**src/rtl/instr_fetch_pkg.sv**
```systemverilog
// Shared types and constants for the instruction fetch sequencer.
//   state_e        : fetch FSM states
//   *_MSB / *_LSB  : MIPS R-format field bit positions inside a 32-bit word
package instr_fetch_pkg;

    localparam int unsigned INSTR_W = 32;

    typedef enum logic [1:0] {
        FETCH = 2'd0,
        LAST  = 2'd1,
        VALID = 2'd2
    } state_e;

    localparam int unsigned OP_MSB    = 31;
    localparam int unsigned OP_LSB    = 26;
    localparam int unsigned RS_MSB    = 25;
    localparam int unsigned RS_LSB    = 21;
    localparam int unsigned RT_MSB    = 20;
    localparam int unsigned RT_LSB    = 16;
    localparam int unsigned RD_MSB    = 15;
    localparam int unsigned RD_LSB    = 11;
    localparam int unsigned SHAMT_MSB = 10;
    localparam int unsigned SHAMT_LSB = 6;
    localparam int unsigned FUNC_MSB  = 5;
    localparam int unsigned FUNC_LSB  = 0;

endpackage

```
**src/rtl/instr_field_split.sv**
```systemverilog
// Purely combinational split of a 32-bit word into MIPS R-format fields.
//   instr_i  : full instruction word
//   op_o     : instr[31:26]     rs_o    : instr[25:21]
//   rt_o     : instr[20:16]     rd_o    : instr[15:11]
//   shamt_o  : instr[10:6]      func_o  : instr[5:0]
module instr_field_split
    import instr_fetch_pkg::*;
(
    input  logic [INSTR_W-1:0] instr_i,
    output logic [5:0]         op_o,
    output logic [4:0]         rs_o,
    output logic [4:0]         rt_o,
    output logic [4:0]         rd_o,
    output logic [4:0]         shamt_o,
    output logic [5:0]         func_o
);

    assign op_o    = instr_i[OP_MSB:OP_LSB];
    assign rs_o    = instr_i[RS_MSB:RS_LSB];
    assign rt_o    = instr_i[RT_MSB:RT_LSB];
    assign rd_o    = instr_i[RD_MSB:RD_LSB];
    assign shamt_o = instr_i[SHAMT_MSB:SHAMT_LSB];
    assign func_o  = instr_i[FUNC_MSB:FUNC_LSB];

endmodule

```
**src/rtl/instr_fetch_ctrl.sv**
```systemverilog
// Instruction fetch sequencer: owns the PC, reads four bytes per instruction
// from a byte-wide memory (one-cycle read latency), assembles them big-endian
// and presents the word plus decoded fields to decode via valid/ready.
//   clk, reset          : clock, synchronous active-high reset
//   redirect_valid/_pc  : one-cycle PC load (branch/jump), low 2 bits ignored
//   mem_addr/mem_rdata  : byte address out, byte data back one cycle later
//   out_valid/out_ready : handshake towards decode
//   op..func, instr, pc : presented instruction, its fields and byte address
//   fetch_count         : number of accepted instructions (wraps)
module instr_fetch_ctrl
    import instr_fetch_pkg::*;
#(
    parameter int unsigned MEM_BYTES = 32,
    parameter int unsigned AW        = $clog2(MEM_BYTES)
) (
    input  logic                clk,
    input  logic                reset,
    input  logic                redirect_valid,
    input  logic [31:0]         redirect_pc,
    output logic [31:0]         mem_addr,
    input  logic [7:0]          mem_rdata,
    output logic                out_valid,
    input  logic                out_ready,
    output logic [5:0]          op,
    output logic [4:0]          rs,
    output logic [4:0]          rt,
    output logic [4:0]          rd,
    output logic [4:0]          shamt,
    output logic [5:0]          func,
    output logic [INSTR_W-1:0]  instr,
    output logic [31:0]         pc,
    output logic [15:0]         fetch_count
);

    // Keeps bits [AW-1:2]: word-aligns and reduces modulo MEM_BYTES in one step.
    localparam logic [31:0] ALIGN_MASK = 32'(MEM_BYTES - 4);

    state_e               state_q, state_d;
    logic [1:0]           cnt_q, cnt_d;
    logic [AW-1:0]        pc_next_q, pc_next_d;
    logic [AW-1:0]        pc_q, pc_d;
    logic [23:0]          asm_q, asm_d;
    logic [INSTR_W-1:0]   instr_q, instr_d;
    logic [15:0]          fetch_count_q, fetch_count_d;
    logic [AW-1:0]        redirect_target;

    assign redirect_target = AW'(redirect_pc & ALIGN_MASK);

    // State register
    always_ff @(posedge clk) begin
        if (reset) begin
            state_q       <= FETCH;
            cnt_q         <= 2'd0;
            pc_next_q     <= '0;
            pc_q          <= '0;
            asm_q         <= '0;
            instr_q       <= '0;
            fetch_count_q <= 16'd0;
        end else begin
            state_q       <= state_d;
            cnt_q         <= cnt_d;
            pc_next_q     <= pc_next_d;
            pc_q          <= pc_d;
            asm_q         <= asm_d;
            instr_q       <= instr_d;
            fetch_count_q <= fetch_count_d;
        end
    end

    // Next-state logic
    always_comb begin
        state_d       = state_q;
        cnt_d         = cnt_q;
        pc_next_d     = pc_next_q;
        pc_d          = pc_q;
        asm_d         = asm_q;
        instr_d       = instr_q;
        fetch_count_d = fetch_count_q;

        case (state_q)
            FETCH: begin
                cnt_d = cnt_q + 2'd1;
                // Data arriving now belongs to the address issued last cycle.
                case (cnt_q)
                    2'd1:    asm_d[23:16] = mem_rdata;
                    2'd2:    asm_d[15:8]  = mem_rdata;
                    2'd3:    asm_d[7:0]   = mem_rdata;
                    default: ;
                endcase
                if (cnt_q == 2'd3) begin
                    cnt_d   = 2'd0;
                    state_d = LAST;
                end
            end
            LAST: begin
                instr_d = {asm_q, mem_rdata};
                pc_d    = pc_next_q;
                state_d = VALID;
            end
            VALID: begin
                if (out_ready) begin
                    fetch_count_d = fetch_count_q + 16'd1;
                    pc_next_d     = pc_next_q + AW'(4);
                    state_d       = FETCH;
                end
            end
            default: state_d = FETCH;
        endcase

        // Redirect overrides the transition; a completed handshake still counts.
        if (redirect_valid) begin
            pc_next_d = redirect_target;
            cnt_d     = 2'd0;
            state_d   = FETCH;
            instr_d   = instr_q;
            pc_d      = pc_q;
        end
    end

    assign mem_addr    = 32'(pc_next_q + AW'(cnt_q));
    assign out_valid   = (state_q == VALID);
    assign instr       = instr_q;
    assign pc          = 32'(pc_q);
    assign fetch_count = fetch_count_q;

    instr_field_split u_split (
        .instr_i (instr_q),
        .op_o    (op),
        .rs_o    (rs),
        .rt_o    (rt),
        .rd_o    (rd),
        .shamt_o (shamt),
        .func_o  (func)
    );

endmodule

```
**config.mk**
```make
export PLATFORM = sky130hd
export DESIGN_NAME = instr_fetch_ctrl
export DESIGN_NICKNAME = d
export VERILOG_FILES = /design/src/rtl/instr_fetch_pkg.sv /design/src/rtl/instr_field_split.sv /design/src/rtl/instr_fetch_ctrl.sv
export SDC_FILE = /design/constraint.sdc
export NUM_CORES = 1
export LEC_CHECK = 0
export CORE_MARGIN = 2
export CORE_UTILIZATION = 40
export DETAILED_ROUTE_END_ITERATION = 10
export PLACE_DENSITY_LB_ADDON = 0.12
export SLEW_MARGIN = 20
export SYNTH_ARGS = -nofsm -noshare
export SYNTH_HDL_FRONTEND = slang
export SYNTH_SLANG_ARGS = --single-unit
```
**constraint.sdc**
```tcl
create_clock -name clk -period 2.25 [get_ports clk]
set_clock_uncertainty 0.2 [all_clocks]
set_input_delay 0.45 -clock clk [delete_from_list [all_inputs] [get_ports clk]]
set_output_delay 0.45 -clock clk [all_outputs]
set_load 0.02 [all_outputs]
```
# Word level (Yosys, flattened, before mapping)
# Index checks and enable logic that the tools add are counted.
op_classes:
  addsub: 4
  eq_ne: 7
  n_mux: 7
  bitwise: 1
  n_reduce_logical: 11
op_table:
  columns: ["operator", "n"]
  rows:
  - ["$add 16x1->16 const B", 1]
  - ["$mux 5", 3]
  - ["$reduce_and 2->1", 7]
  - ["$add 5x2->6", 1]
  - ["$eq 2x2->1 const B", 3]
  - ["$mux 2", 3]
  - ["$pmux 2 s3", 1]
  - ["$add 5x3->5 const B", 1]
  - ["$eq 2x1->1 const B", 2]
  - ["$reduce_bool 2->1", 2]
  - ["$add 2x1->2 const B", 1]
  - ["$logic_not 2->1", 1]
  - ["$ne 2x1->1 const B", 1]
  - ["$ne 2x2->1 const B", 1]
  - ["$reduce_or 2->1", 1]
  - ["$not 1->1", 1]
totals:
  reg_bits: 86
  in_bits: 44

# Depth between registers and ports, before layout
logic_depth:
  word_depth: 4
  ltp_mapped: 6
  mapped_depth_nobuf: 5

# Hierarchy
# From an unflattened synthesis, not the netlist that was laid out.
unflattened:
  cells_unflattened: 469
  hier_area_um2: 3764.9
modules_own_cells:
  columns: ["module", "instances", "cells_per_inst", "area_per_inst_um2", "seq_area_each_um2"]
  rows:
  - ["instr_fetch_ctrl", 1, 437, 3524.6, 1641.6]
  - ["instr_field_split", 1, 32, 240.2, 0.0]

# Least setup slack after synthesis
# OpenSTA, ideal clock, no wires.
synth_path:
  path_kind: "reg2reg"
  startpoint: "reg fetch_count_q[0], in the netlist fetch_count[0]"
  endpoint: "reg fetch_count_q[12], in the netlist fetch_count[12]"
  setup_ns: 0.070
  arrival_ns: 1.738
  required_time_ns: 1.980
  path_slack_ns: 0.241
  path_stages_with_launch: 6
  n_path_buf: 0
  period_less_slack_ns: 2.009
  path_cell_list: "dfxtp_1 > ha_1 > inv_1 > or3_1 > or4_1 > a21oi_1"
synth_between:
  elab_chain_cells: 1
synth_rtl:
  columns: ["element", "line_no", "rtl"]
  rows:
  - ["from (decl)", "instr_fetch_ctrl.sv:44", "logic [15:0] fetch_count_q, fetch_count_d;"]
  - ["from (signal assigned)", "instr_fetch_ctrl.sv:66", "fetch_count_q <= fetch_count_d;"]
  - ["$add 16x1->16", "instr_fetch_ctrl.sv:102", "fetch_count_d = fetch_count_q + 16'd1;"]
# No other way between the ends.
# A chain may end at the register's enable or synchronous reset.

# Worst setup path after layout
layout_path:
  startpoint: "reg fetch_count_q[6], in the netlist fetch_count[6]"
  endpoint: "out fetch_count[6]"
layout_rtl:
  columns: ["element", "line_no", "rtl"]
  rows:
  - ["to (decl)", "instr_fetch_ctrl.sv:32", "output logic [15:0] fetch_count"]
# No word-level cell between the ends.

==> impl_metrics.json <==
{
  "synthMuxAreaShare_pct": 1.36,
  "start_util_pct": 40.9,
  "period_minus_slack_ns": 2.14,
  "synth_top_family_by_area": "simple AND/OR/NAND/NOR gates",
  "crit_type": "reg2out",
  "core_area_mm2": 0.00920,
  "place_congestion": 0.769,
  "grt_pass1_wl_mm": 13.0,
  "clock-root-buffer": "clkbuf_8",
  "synth_compound_area_share_pct": 9.80,
  "grt_setup_unrepaired": "false",
  "layout_commonest_cell": "nand2_1",
  "cpPeakStageDelay_ns": 0.66,
  "fp.dieH_um": 101,
  "holdWs_ns": 0.250,
  "synth_cell_types": 31,
  "ant_nets": 0,
  "p_leak_nw": 1.70,
  "die_area_mm2": 0.0102,
  "drive_gt1_share_pct": 6.23,
  "routedWlPerCell_um": 12.6,
  "ys_seq_area_share_pct": 43.6,
  "yosys_warnings": 0,
  "synth_fa_ha_area_share_pct": 1.66,
  "p_per_area_mw_per_mm2": 589,
  "cts_buffers": 9,
  "die_w_um": 101,
  "vias_per_cell": 4.56,
  "fin_crit_sh_pct": 94.9,
  "grt_overflow": 0,
  "diodes": 0,
  "grt_usage_pct": 16.2,
  "dp_cells": 641,
  "synth_xor_xnor_area_share_pct": 2.79,
  "slew_viol_final": 0,
  "setup_violations": 0,
  "io_pins": 189,
  "netlist_instances": 469,
  "slew_headroom_pct": 54.9,
  "fin_cells": 657,
  "grt_start_max_net_pins": 36,
  "synth_simple_gate_area_share_pct": 20.7,
  "clockBufferDepth": 2,
  "netlist_area_mm2": 0.00376,
  "hold_viol": 0,
  "post_cts_buffers": 0,
  "antenna_found_initial": 0,
  "synth_edf_count": 0,
  "htreeDepth": 3,
  "max-cap-violations": 0,
  "max_freq_ghz": 0.468,
  "port_buffers": 103,
  "clk_pin_slew_ns": 0.09,
  "crit_chain": "clkdlybuf4s50_1",
  "crit_family": "buffers and inverters",
  "drc_errors": 0,
  "startpoint_type": "register",
  "hold_class": "reg2reg",
  "worst_pin_slew_ns": 0.677,
  "cts.sinks": 82,
  "peakVddDrop_mv": 0.262,
  "routed_wl_mm": 8.26,
  "syn_area_per_cell_um2": 8.03,
  "first_pass_iters": 4,
  "vias": 2996,
  "rows": 35,
  "nets": 590,
  "ctsHoldBuffers": 0,
  "yosys_register_bits": 82,
  "worst-path-buf-inv": 1,
  "syn_to_final_growth_pct": 25.3,
  "crit_arrival_ns": 1.49,
  "grt_pass1_vias": 2680,
  "drt_iter0_drc": 82,
  "async_flop_share_pct": 0,
  "clkLatencyLatePin_ns": 0.35,
  "dominantRegCellSynth": "dfxtp_1",
  "dp_hpwl_mm": 5.98,
  "status": "completed",
  "critical_path.slowest_cell": "clkdlybuf4s50_1",
  "cp_max_fo": 7,
  "cts_tree": "yes",
  "required_ns": 1.60,
  "layout_common_cells": "nand2_1, clkdlybuf4s50_1, dfxtp_1",
  "end_kind": "output pin"
}
## where the power goes
part           switching (mW)  internal [mW]  total [mW]
Sequential             0.0125           1.47        1.48
Combinational           0.157         0.0546       0.211
Clock                   0.540          0.549        1.09
Total                   0.709           2.07        2.78
## Yosys cell counts, types with 2 or more instances
| cell | instances | share of area [%] |
|---|---|---|
| ha_1 | 5 | 1.7 |
| nand3_1 | 4 | 0.53 |
| or3_1 | 5 | 0.83 |
| nor3_1 | 4 | 0.53 |
| nand2_1 | 129 | 13 |
| nor2_1 | 17 | 1.7 |
| nor4_1 | 3 | 0.50 |
| clkbuf_1 | 21 | 2.1 |
| buf_4 | 88 | 18 |
| xor2_1 | 4 | 0.93 |
| nand2b_1 | 2 | 0.33 |
| o21ai_0 | 4 | 0.53 |
| xnor2_1 | 8 | 1.9 |
| a21oi_1 | 65 | 8.6 |
| or4_4 | 2 | 0.60 |
| and2_1 | 3 | 0.50 |
| dfxtp_1 | 82 | 44 |
| inv_1 | 3 | 0.30 |
| nand4_1 | 5 | 0.83 |
| mux2i_1 | 4 | 1.1 |
## repair_timing
| item | 4_1_cts | 5_1_grt |
|---|---|---|
| hold endpoints to repair | 0 | 0 |
| resized for setup | 1 | 0 |
| setup endpoints to repair | 1 | 0 |
## kinds of logic (layout without fill, tap and decap cells)
kind of cell / after synthesis / in the layout
AND/OR/NAND/NOR: 180 / 180
AO/OA/AOI/OAI: 72 / 72
buffers and inverters: 112 / 134
other: 1 / 56
XOR/XNOR: 12 / 12
multiplexers: 5 / 5
flip-flops: 82 / 82
adder cells (fa/ha/maj): 5 / 5
## routing by layer
metal	track usage, %	wire length, µm
met2	25.6	3820
met4	5.30	129
met5	0	0
met3	4.92	462
met1	21.0	3850
## stage by stage
step	cell area (µm²)	setup WS [ns]	setup TNS, ns	power, mW	utilization [%]
final	4720	0.114	0	2.78	51.3
after global routing	4720	0.0481	0	2.90	51.3
after CTS	4720	0.0891	0	2.81	51.3
after detailed placement	4510	-0.190	-0.764	1.72	49.1
after global placement	4510	-0.156	-0.573	1.72	49.1
after floorplan	3970	0.241	0	1.73	-
## area by class of cell
type | count | area, µm²
clock inverters | 5 | 62.6
well taps | 111 | 139
clock buffers | 11 | 141
multi-input cells | 330 | 1580
fillers | 907 | 4480
repair buffers | 115 | 1140
flip-flops and latches | 82 | 1640
inverters | 3 | 11.3
## state kept, by name (all words and copies together), names as in the netlist
name / count
instr: 32
asm_q: 24
fetch_count: 16
pc_next_q: 3
pc_q: 3
cnt_q: 2
state_q: 2
## final timing paths
kind                  start               to  slack, ns  cells past startpoint
min                asm_q[8]        instr[16]       0.25                      2
max          fetch_count[6]   fetch_count[6]       0.11                      1
min reg2reg        asm_q[8]        instr[16]       0.25                      2
max reg2reg  fetch_count[5]  fetch_count[15]       0.30                      4
(Power assumes the default switching activity.)
